File: src/rtl/bin2bcd_display.sv
// Iterative shift-add-3 binary-to-BCD converter feeding the seven-segment Display data input.
// Optional macro BIN2BCD_OVF_SAT_EN: saturate bcd to all nines when the value overflows DIGITS digits.
module bin2bcd_display #(
  parameter int unsigned BIN_WIDTH = 32,
  parameter int unsigned DIGITS    = 8
) (
  input  logic                   clock,
  input  logic                   reset,
  input  logic                   start,
  input  logic [BIN_WIDTH-1:0]   bin,
  output logic                   ready,
  output logic                   valid,
  output logic [4*DIGITS-1:0]    bcd,
  output logic                   overflow
);

  localparam int unsigned BCD_W = 4 * DIGITS;
  localparam int unsigned CNT_W = $clog2(BIN_WIDTH + 1);

  typedef enum logic [1:0] {
    S_IDLE,
    S_SHIFT,
    S_DONE
  } state_t;

  state_t               state_q, state_d;
  logic [BIN_WIDTH-1:0] shift_q, shift_d;
  logic [BCD_W-1:0]     scr_q, scr_d;
  logic                 ovf_scr_q, ovf_scr_d;
  logic [CNT_W-1:0]     cnt_q, cnt_d;
  logic [BCD_W-1:0]     bcd_q, bcd_d;
  logic                 ovf_q, ovf_d;
  logic [BCD_W-1:0]     corr;

  always_ff @(posedge clock) begin
    if (reset) begin
      state_q   <= S_IDLE;
      shift_q   <= '0;
      scr_q     <= '0;
      ovf_scr_q <= 1'b0;
      cnt_q     <= '0;
      bcd_q     <= '0;
      ovf_q     <= 1'b0;
    end else begin
      state_q   <= state_d;
      shift_q   <= shift_d;
      scr_q     <= scr_d;
      ovf_scr_q <= ovf_scr_d;
      cnt_q     <= cnt_d;
      bcd_q     <= bcd_d;
      ovf_q     <= ovf_d;
    end
  end

  // Per-nibble add-3 correction; no carry crosses a nibble boundary.
  always_comb begin
    corr = scr_q;
    for (int unsigned i = 0; i < DIGITS; i++) begin
      if (scr_q[4*i +: 4] >= 4'd5) begin
        corr[4*i +: 4] = scr_q[4*i +: 4] + 4'd3;
      end
    end
  end

  always_comb begin
    state_d   = state_q;
    shift_d   = shift_q;
    scr_d     = scr_q;
    ovf_scr_d = ovf_scr_q;
    cnt_d     = cnt_q;
    bcd_d     = bcd_q;
    ovf_d     = ovf_q;

    case (state_q)
      S_IDLE: begin
        if (start) begin
          shift_d   = bin;
          scr_d     = '0;
          ovf_scr_d = 1'b0;
          cnt_d     = CNT_W'(BIN_WIDTH);
          state_d   = S_SHIFT;
        end
      end
      S_SHIFT: begin
        {scr_d, shift_d} = {corr, shift_q} << 1;
        ovf_scr_d        = ovf_scr_q | corr[BCD_W-1];
        cnt_d            = cnt_q - 1'b1;
        // Last shift: publish the just-computed scratch so the output only ever holds final values.
        if (cnt_q == CNT_W'(1)) begin
          ovf_d   = ovf_scr_d;
`ifdef BIN2BCD_OVF_SAT_EN
          bcd_d   = ovf_scr_d ? {DIGITS{4'h9}} : scr_d;
`else
          bcd_d   = scr_d;
`endif
          state_d = S_DONE;
        end
      end
      S_DONE: begin
        state_d = S_IDLE;
      end
      default: begin
        state_d = S_IDLE;
      end
    endcase
  end

  assign ready    = (state_q == S_IDLE);
  assign valid    = (state_q == S_DONE);
  assign bcd      = bcd_q;
  assign overflow = ovf_q;

endmodule
File: config.mk
export PLATFORM = sky130hd
export DESIGN_NAME = bin2bcd_display
export DESIGN_NICKNAME = d
export VERILOG_FILES = /design/src/rtl/bin2bcd_display.sv
export SDC_FILE = /design/constraint.sdc
export NUM_CORES = 1
export LEC_CHECK = 0
export CAP_MARGIN = 40
export CORE_AREA = 4 4 120 122
export CTS_BUF_LIST = sky130_fd_sc_hd__clkbuf_4 sky130_fd_sc_hd__clkbuf_8
export DETAILED_ROUTE_END_ITERATION = 12
export DIE_AREA = 0 0 124 126
export SLEW_MARGIN = 20
export SYNTH_ARGS = -nofsm -noshare
export SYNTH_HDL_FRONTEND = slang
export SYNTH_SLANG_ARGS = --single-unit
File: constraint.sdc
create_clock -name clock -period 2.44 [get_ports clock]
set_input_delay 0.488 -clock clock [delete_from_list [all_inputs] [get_ports clock]]
set_output_delay 0.488 -clock clock [all_outputs]
set_load 0.02 [all_outputs]
Word level (Yosys, flattened, before mapping)

Cells that the tools add are included.

Add/sub/neg operators: 9
Multipliers: 0
Divide/modulo/power cells: 0
Order comparisons: 8
Equality and inequality tests: 5
Shift-type cells: 0
Multiplexer cells: 19
Bitwise gates (word level): 1
Reduce and logical (&&, ||, !) cells: 5

Operators with widths:

| kind                                                                  | count |
|---|---|
| 32-bit case mux with 2 select lines                                   | 2 |
| 32-bit two-way mux                                                    | 2 |
| 4-bit by 2-bit adder with 4-bit output, second input constant         | 8 |
| 4-bit by 3-bit >= comparator with 1-bit output, second input constant | 8 |
| 4-bit two-way mux                                                     | 8 |
| 6-bit case mux with 2 select lines                                    | 1 |
| 6-bit by 1-bit equality test with 1-bit output, second input constant | 1 |
| 6-bit two-way mux                                                     | 1 |
| 2-bit AND reduction                                                   | 3 |
| 6-bit by 1-bit subtractor with 6-bit output, second input constant    | 1 |
| 2-bit two-way mux                                                     | 2 |
| 2-bit inequality test, second input constant                          | 2 |
| 2-bit case mux with 2 select lines                                    | 1 |
| 2-bit by 1-bit equality test with 1-bit output, second input constant | 1 |
| 2-bit equality test, second input constant                            | 1 |
| 2-bit zero test                                                       | 1 |
| 1-bit case mux with 2 select lines                                    | 1 |
| 2-bit nonzero test                                                    | 1 |
| 1-bit two-way mux                                                     | 1 |
| 1-bit OR                                                              | 1 |

Register bits: 106
Latch bits: 0
RAM bits: 0
ROM bits: 0
Bits of input ports: 35
Output and inout bits: 35
Logic and storage cells: 54
Memories: 0

Longest topological paths before layout

Gate-level depths: netlist of run 1.

Depth in word-level cells: 4
Depth in mapped cells: 8
Depth with buffers taken out: 6

Least setup slack after synthesis of run 1

OpenSTA, ideal clock, no wires.

Path kind: flip-flop to flip-flop
Start: reg cnt_q[2]
End: reg bcd_q[14], in the netlist bcd[14]
Setup time: 0.114 ns
Data arrival time: 1.772 ns
Data required time: 2.326 ns
Path slack: 0.555 ns
Cell stages (with the launch flop): 7
Path buffers: 2
Clock period less this slack: 1.885 ns
Cell sequence: dfxtp_1 or3_4 or4_4 buf_6 buf_6 and3_1 a21o_1

Longest elaborated chain between the ends: 2

Ends and longest elaborated chain:

| element                                        | line | RTL |
|---|---|---|
| start: declaration                             | 30   | `logic [CNT_W-1:0] cnt_q, cnt_d;` |
| start signal: assignment                       | 49   | `cnt_q <= cnt_d;` |
| 6-bit by 1-bit equality test with 1-bit output | 89   | `if (cnt_q == CNT_W'(1)) begin` |
| 2-bit AND reduction (no line)                  | --   |  |
| end signal: assignment                         | 42   | `bcd_q <= '0;` |
| end signal: assignment                         | 50   | `bcd_q <= bcd_d;` |
| end: declaration                               | 31   | `logic [BCD_W-1:0] bcd_q, bcd_d;` |

Every way passes these cells.
A chain may end at the register's enable or synchronous reset.

Worst setup path after layout of run 1

Start: reg state_q[0]
End: out ready

Longest elaborated chain between the ends: 1

Ends and longest elaborated chain:

| element                  | line | RTL |
|---|---|---|
| start: declaration       | 26   | `state_t state_q, state_d;` |
| start signal: assignment | 45   | `state_q <= state_d;` |
| 2-bit zero test          | 108  | `assign ready = (state_q == S_IDLE);` |
| end: declaration         | 11   | `output logic ready,` |

Every way passes these cells.

==> load_flow_metrics.sql, run 1 <==
INSERT INTO impl_metrics (metric_group, metric, value, unit) VALUES
('run_status', 'outcome', 'finished, final reports clean', ''),
('layout', 'filler_cell_count', '1281', ''),
('floorplan', 'boundaryPins', '70', ''),
('setup_path', 'worst_ep_required_time', '1.95', 'ns'),
('sta', 'skew', '0.00547', 'ns'),
('clocking', 'root_buffer', 'clkbuf_8', ''),
('routing', 'post_drt_wl_per_cell', '14.4', 'um'),
('placed_design', 'dp.final_hpwl', '7.72', 'mm'),
('floorplan', 'chipHeight', '126', 'um'),
('routing', 'postRouteWirelength', '11.1', 'mm'),
('routing', 'vias_per_cell', '5.11', ''),
('placed_design', 'detailed_place.area', '0.00574', 'mm^2'),
('min_path', 'number_of_stages_on_the_worst_hold_path', '2', ''),
('synth', 'synth_enable_flop_cells', '0', ''),
('synth', 'synth-warning-count', '0', ''),
('clocking', 'h_tree_lvls', '3', ''),
('routing', 'vias', '3930', ''),
('layout', 'layout.area.seq', '0.00212', 'mm^2'),
('sta', 'sum_neg_setup_slack', '0', 'ns'),
('sta', 'final-hold-violation-count', '0', ''),
('placed_design', 'gpl.final_weighted_congestion', '0.739', ''),
('setup_path', 'worst_setup_end_kind', 'output port', ''),
('routing', 'ant_nets', '0', ''),
('layout', 'finalCoreUtilization', '45.0', '%'),
('clocking', 'insertion_delay', '0.36', 'ns'),
('placed_design', 'buffer_ports.inserted', '69', ''),
('synth', 'yosysSeqAreaShare', '43.7', '%'),
('pwr', 'peakVddDrop', '0.215', 'mV'),
('setup_path', 'cp.arrival', '1.65', 'ns'),
('floorplan', 'initial_core_utilization', '36.8', '%'),
('grt', 'maximum_number_of_pins_on_one_net_before_global_route_repair', '49', ''),
('grt', 'global_route_wire_length_before_repair', '18.9', 'mm'),
('clocking', 'cts_resized', '0', ''),
('routing', 'first_pass_iters', '4', ''),
('synth', 'synth.avg_cell_area', '9.14', 'um^2'),
('clocking', 'cts.clk_slew.worst_paths', '0.09', 'ns'),
('setup_path', 'critPathKind', 'reg2out', ''),
('sta', 'final_min_period_over_clock_period', '87.8', '%'),
('layout', 'num_antenna_cells', '0', ''),
('clocking', 'cts-buffers-inserted', '9', ''),
('layout', 'multi_input_comb_area', '0.00250', 'mm^2'),
('layout', 'final_layout_size_suffix_gt1_share', '12.0', '%'),
('clocking', 'clk_path_buf_depth', '2', ''),
('layout', 'layout.nets', '643', ''),
('grt', 'grt_antenna_before_repair', '0', ''),
('floorplan', 'die_width', '124', 'um'),
('routing', 'detailedRoute.firstIterationViolations', '177', ''),
('routing', 'drcViolationCount', '0', ''),
('grt', 'track_usage', '14.9', '%'),
('clocking', 'post-cts-setup-buffer-count', '0', ''),
('setup_path', 'critPathLaunchType', 'flop', ''),
('synth', 'synthesis.area', '0.00485', 'mm^2'),
('setup_path', 'worst_reg_to_reg_cells', '4', ''),
('min_path', 'min_path_type', 'reg2reg', ''),
('synth', 'synthesis.nets', '584', ''),
('setup_path', 'critPathMaxFanout', '23', ''),
('synth', 'netlist_instances', '531', ''),
('synth', 'synth.ff_latch_count', '106', ''),
('clocking', 'tritoncts_clock_tree', 'done', ''),
('sta', 'worst_slew_margin_rel', '58.8', '%'),
('pwr', 'p_per_area', '570', 'mW/mm^2'),
('grt', 'grt_remaining_overflow', '0', ''),
('sta', 'unrepaired_setup_endpoints_after_global_routing', 'false', ''),
('clocking', 'cts-hold-fix-buffers', '0', ''),
('sta', 'slew_at_the_pin_closest_to_its_max_slew_limit', '0.618', 'ns'),
('pwr', 'power.static_leakage', '2.40', 'nW'),
('clocking', 'clock_sink_count', '106', ''),
('layout', 'layout.cell_area.non_filler', '0.00593', 'mm^2'),
('sta', 'period_minus_slack', '2.14', 'ns'),
('synth', 'synth_cell_type_count', '40', ''),
('sta', 'final-setup-viol-count', '0', ''),
('sta', 'timing_max_transition_violations_final', '0', ''),
('layout', 'syn_to_final_growth', '22.2', '%'),
('floorplan', 'fp.dieArea', '0.0156', 'mm^2'),
('floorplan', 'placeableCoreArea', '0.0132', 'mm^2'),
('synth', 'main_flop_type_after_synthesis', 'dfxtp_1', ''),
('grt', 'via_count_of_the_first_global_routing_pass', '3931', ''),
('sta', 'timing.fmax', '467', 'MHz'),
('floorplan', 'fp-row-count', '42', ''),
('flow_run', 'timing.max_cap.violations', '0', ''),
('synth', 'asyncSetResetFlopFracSynth', '0', '%');
==> where the power goes <==
part / switching, mW / internal [mW] / total [mW]
Clock: 0.564 / 0.517 / 1.08
Sequential: 0.0585 / 1.81 / 1.87
Combinational: 0.210 / 0.223 / 0.433
==> per-stage QoR <==
| step | hold slack (ns) | cells | setup WS, ns | total power, mW |
|---|---|---|---|---|
| floorplan | 0.445 | 531 | 0.555 | 2.18 |
| global placement | 0.471 | 755 | 0.502 | 2.33 |
| detailed placement | 0.469 | 755 | 0.473 | 2.34 |
| CTS | 0.493 | 769 | 0.264 | 3.43 |
| global route | 0.515 | 769 | 0.231 | 3.56 |
| finish | 0.486 | 769 | 0.297 | 3.38 |
==> sequential cells by signal, indices dropped and copies added (netlist names) <==
signal,flops
bcd,32
overflow,1
state_q,2
scr_q,32
cnt_q,6
shift_q,32
ovf_scr_q,1
==> placed cells by master (no fill, tap or decap), types with 2 or more instances in the layout <==
| cell type | count |
|---|---|
| xnor2_1 | 9 |
| nand2_1 | 21 |
| nor3_1 | 2 |
| inv_1 | 20 |
| a21o_1 | 23 |
| a22o_1 | 17 |
| dfxtp_1 | 105 |
| clkdlybuf4s50_1 | 69 |
| o221a_2 | 31 |
| mux2i_1 | 8 |
| buf_4 | 17 |
| nor3b_1 | 16 |
| nand2b_1 | 10 |
| and3_1 | 16 |
| clkinv_2 | 2 |
| nor4_1 | 2 |
| a21oi_1 | 54 |
| nor2_1 | 53 |
| clkbuf_8 | 11 |
| nor2b_1 | 31 |
| o21ai_0 | 24 |
| ha_1 | 18 |
| a211oi_1 | 15 |
==> synth_stat cells (8+ instances only) <==
| cell | count | share of area (%) |
|---|---|---|
| a211oi_1 | 15 | 2.3 |
| a21o_1 | 23 | 3.6 |
| a21oi_1 | 54 | 5.6 |
| a22o_1 | 17 | 3.1 |
| and3_1 | 16 | 2.1 |
| clkbuf_1 | 32 | 2.5 |
| dfxtp_1 | 106 | 44 |
| ha_1 | 18 | 4.6 |
| inv_1 | 20 | 1.5 |
| mux2i_1 | 8 | 1.7 |
| nand2_1 | 21 | 1.6 |
| nand2b_1 | 10 | 1.3 |
| nor2_1 | 54 | 4.2 |
| nor2b_1 | 31 | 4.0 |
| nor3b_1 | 16 | 2.5 |
| o21ai_0 | 24 | 2.5 |
| o221a_2 | 31 | 7.2 |
| xnor2_1 | 9 | 1.6 |
==> worst max-delay path, cell delays in order, from the launching register on <==
cell             delay [ns]
dfxtp_2                0.44
nor2_1                 0.21
clkdlybuf4s50_1        0.64
==> layer usage <==
layer	track usage [%]	wire length (um)	vias up
li1	-	-	2012
met1	19.6	5170	1849
met2	23.8	5310	57
met3	3.27	467	12
met4	5.28	168	0
met5	0	0	-
==> area by class of cell <==
type | count | share of cell area, %
inverter | 20 | 1.27
clock inverter | 3 | 0.675
timing repair buffer | 86 | 13.8
clock buffer | 11 | 2.55
sequential | 106 | 35.8
multi-input combinational | 367 | 42.2
tap | 176 | 3.71
==> kinds of logic (layout without fill, tap and decap cells) <==
group | count (synthesis) | in the layout | share of synthesized area, %
AOI/OAI and AO/OA | 171 | 171 | 25.4
adders and majority gates | 18 | 18 | 4.64
xor gates and xnor gates | 9 | 9 | 1.62
DFF | 106 | 106 | 43.7
and+or+nand+nor | 160 | 160 | 17.8
buffers and inverters | 58 | 120 | 4.93
muxes | 9 | 9 | 1.88
==> path summary, 6_finish.rpt <==
path,from,endpoint,slack [ns]
max,state_q[0]$_SDFFE_PP0P_,ready,0.30
min,bcd[0]$_SDFFE_PP0P_,bcd[0]$_SDFFE_PP0P_,0.49
max reg2reg,cnt_q[2]$_SDFFE_PP0P_,bcd[30]$_SDFFE_PP0P_,0.51
min reg2reg,bcd[0]$_SDFFE_PP0P_,bcd[0]$_SDFFE_PP0P_,0.49
Note: power is estimated with default switching activity, not from simulation.
==> inputs of run 2 (changes only) <==
- RECOVER_POWER: unset -> 50
==> run 2 against run 1 <==
  * Clock power hardly changed
  * Global-route usage stayed put
  * Fmax hardly changed
  * Highest routed layer unchanged
  * Critical path depth stayed put
  * Hold slack better by 0.0012 ns
  * Count of clock-buffer cells in the layout stayed put
  * Clock skew is 0.0017 ns higher
  * Via count hardly changed
  * Core utilization is 0.16 points lower
  * Largest power group unchanged
  * Critical endpoint unchanged
  * Sequential share of layout area is 0.13 points higher
==> load_flow_metrics.sql, run 2 (synthesized netlist as in run 1, its figures left out) <==
INSERT INTO impl_metrics (metric_group, metric, value, unit) VALUES
('setup_path', 'worst_setup_end_kind', 'output port', ''),
('sta', 'final_min_period_over_clock_period', '87.9', '%'),
('sta', 'holdWs', '0.487', 'ns'),
('routing', 'post_drt_wl_per_cell', '14.4', 'um'),
('sta', 'final-hold-violation-count', '0', ''),
('layout', 'syn_to_final_growth', '21.8', '%'),
('routing', 'ant_nets', '0', ''),
('floorplan', 'placeableCoreArea', '0.0132', 'mm^2'),
('clocking', 'cts-hold-fix-buffers', '0', ''),
('clocking', 'h_tree_lvls', '3', ''),
('clocking', 'clk_path_buf_depth', '2', ''),
('clocking', 'clock_sink_count', '106', ''),
('setup_path', 'critPathLaunchType', 'flop', ''),
('layout', 'most_used_cells_in_the_layout_excluding_fill_and_tap_cells', 'dfxtp_1, clkdlybuf4s50_1, nor2_1, a21oi_1', ''),
('setup_path', 'critPathKind', 'reg2out', ''),
('placed_design', 'placed_cells_incl_taps', '755', ''),
('floorplan', 'initial_core_utilization', '36.8', '%'),
('grt', 'track_usage', '14.9', '%'),
('routing', 'vias_per_cell', '5.11', ''),
('floorplan', 'chipHeight', '126', 'um'),
('sta', 'sum_neg_setup_slack', '0', 'ns'),
('sta', 'timing.fmax', '466', 'MHz'),
('pwr', 'power.static_leakage', '2.39', 'nW'),
('min_path', 'min_path_type', 'reg2reg', ''),
('routing', 'drcViolationCount', '0', ''),
('clocking', 'cts_resized', '0', ''),
('layout', 'layout.cells.most_common', 'dfxtp_1', ''),
('floorplan', 'fp-row-count', '42', ''),
('floorplan', 'boundaryPins', '70', ''),
('clocking', 'tritoncts_clock_tree', 'done', ''),
('sta', 'unrepaired_setup_endpoints_after_global_routing', 'false', ''),
('sta', 'skew', '0.00718', 'ns'),
('setup_path', 'worst_ep_required_time', '1.95', 'ns'),
('routing', 'detailedRoute.firstIterationViolations', '165', ''),
('placed_design', 'buffer_ports.inserted', '69', ''),
('clocking', 'insertion_delay', '0.36', 'ns'),
('setup_path', 'critPathMaxFanout', '23', ''),
('floorplan', 'die_width', '124', 'um'),
('layout', 'layout.nets', '643', ''),
('placed_design', 'dp.final_hpwl', '7.72', 'mm'),
('sta', 'slew_at_the_pin_closest_to_its_max_slew_limit', '1.14', 'ns'),
('grt', 'grt_antenna_before_repair', '0', ''),
('layout', 'num_antenna_cells', '0', ''),
('routing', 'postRouteWirelength', '11.1', 'mm'),
('pwr', 'peakVddDrop', '0.215', 'mV'),
('layout', 'finish.cell_count_without_fillers', '769', ''),
('flow_run', 'timing.max_cap.violations', '0', ''),
('grt', 'via_count_of_the_first_global_routing_pass', '3931', ''),
('sta', 'final-setup-viol-count', '0', ''),
('layout', 'final_layout_size_suffix_gt1_share', '11.1', '%'),
('grt', 'global_route_wire_length_before_repair', '18.9', 'mm'),
('floorplan', 'fp.dieArea', '0.0156', 'mm^2'),
('routing', 'vias', '3933', ''),
('sta', 'period_minus_slack', '2.14', 'ns'),
('pwr', 'p_per_area', '571', 'mW/mm^2'),
('routing', 'first_pass_iters', '4', ''),
('clocking', 'cts.clk_slew.worst_paths', '0.09', 'ns'),
('clocking', 'root_buffer', 'clkbuf_8', ''),
('clocking', 'cts-buffers-inserted', '9', ''),
('sta', 'worst_slew_margin_rel', '23.8', '%'),
('run_status', 'outcome', 'finished, final reports clean', ''),
('setup_path', 'cp.arrival', '1.66', 'ns'),
('grt', 'grt_remaining_overflow', '0', ''),
('sta', 'timing_max_transition_violations_final', '0', ''),
('clocking', 'post-cts-setup-buffer-count', '0', ''),
('placed_design', 'gpl.final_weighted_congestion', '0.739', ''),
('grt', 'maximum_number_of_pins_on_one_net_before_global_route_repair', '49', '');
run 2: critical path: stages (launching register included):
cell and delay (ns):
dfxtp_2 0.44, nor2_1 0.21, clkdlybuf4s50_1 0.64
run 2: final cells by class:
class,count,area (um^2)
Fill cell,1283,7280
Multi-Input combinational cell,367,2500
Sequential cell,106,2120
Timing Repair Buffer,86,800
Tap cell,176,220
Clock buffer,11,151
Inverter,20,75.1
Clock inverter,3,40.0
run 2: through the flow:
stage | area (um^2) | util (%) | total power [mW] | worst slack (ns)
2_1_floorplan | 4850 | - | 2.18 | 0.555
3_3_place_gp | 5740 | 43.5 | 2.33 | 0.502
3_5_place_dp | 5740 | 43.5 | 2.34 | 0.473
4_1_cts | 5930 | 45.0 | 3.43 | 0.264
5_1_grt | 5910 | 44.8 | 3.55 | 0.127
6_report | 5910 | 44.8 | 3.37 | 0.296
run 2: worst paths after layout:
check / end / slack, ns / cells past startpoint / start
setup / recovery: ready / 0.30 / 2 / state_q[0]$_SDFFE_PP0P_
hold / removal: bcd[0]$_SDFFE_PP0P_ / 0.49 / 2 / bcd[0]$_SDFFE_PP0P_
setup reg to reg: ovf_scr_q$_SDFFE_PP0P_ / 0.32 / 6 / state_q[1]$_SDFFE_PP0P_
hold reg to reg: bcd[0]$_SDFFE_PP0P_ / 0.49 / 2 / bcd[0]$_SDFFE_PP0P_
run 2: where the power goes:
part,leakage [nW],internal [mW],switching (mW)
combinational,1.43,0.219,0.210
clock,0.101,0.517,0.561
sequential,0.864,1.81,0.0582
run 2: metal layers:
metal | wire (um) | GRT usage (%)
met5 | 0 | 0
met4 | 168 | 5.28
met3 | 455 | 3.27
met2 | 5280 | 23.8
met1 | 5200 | 19.6
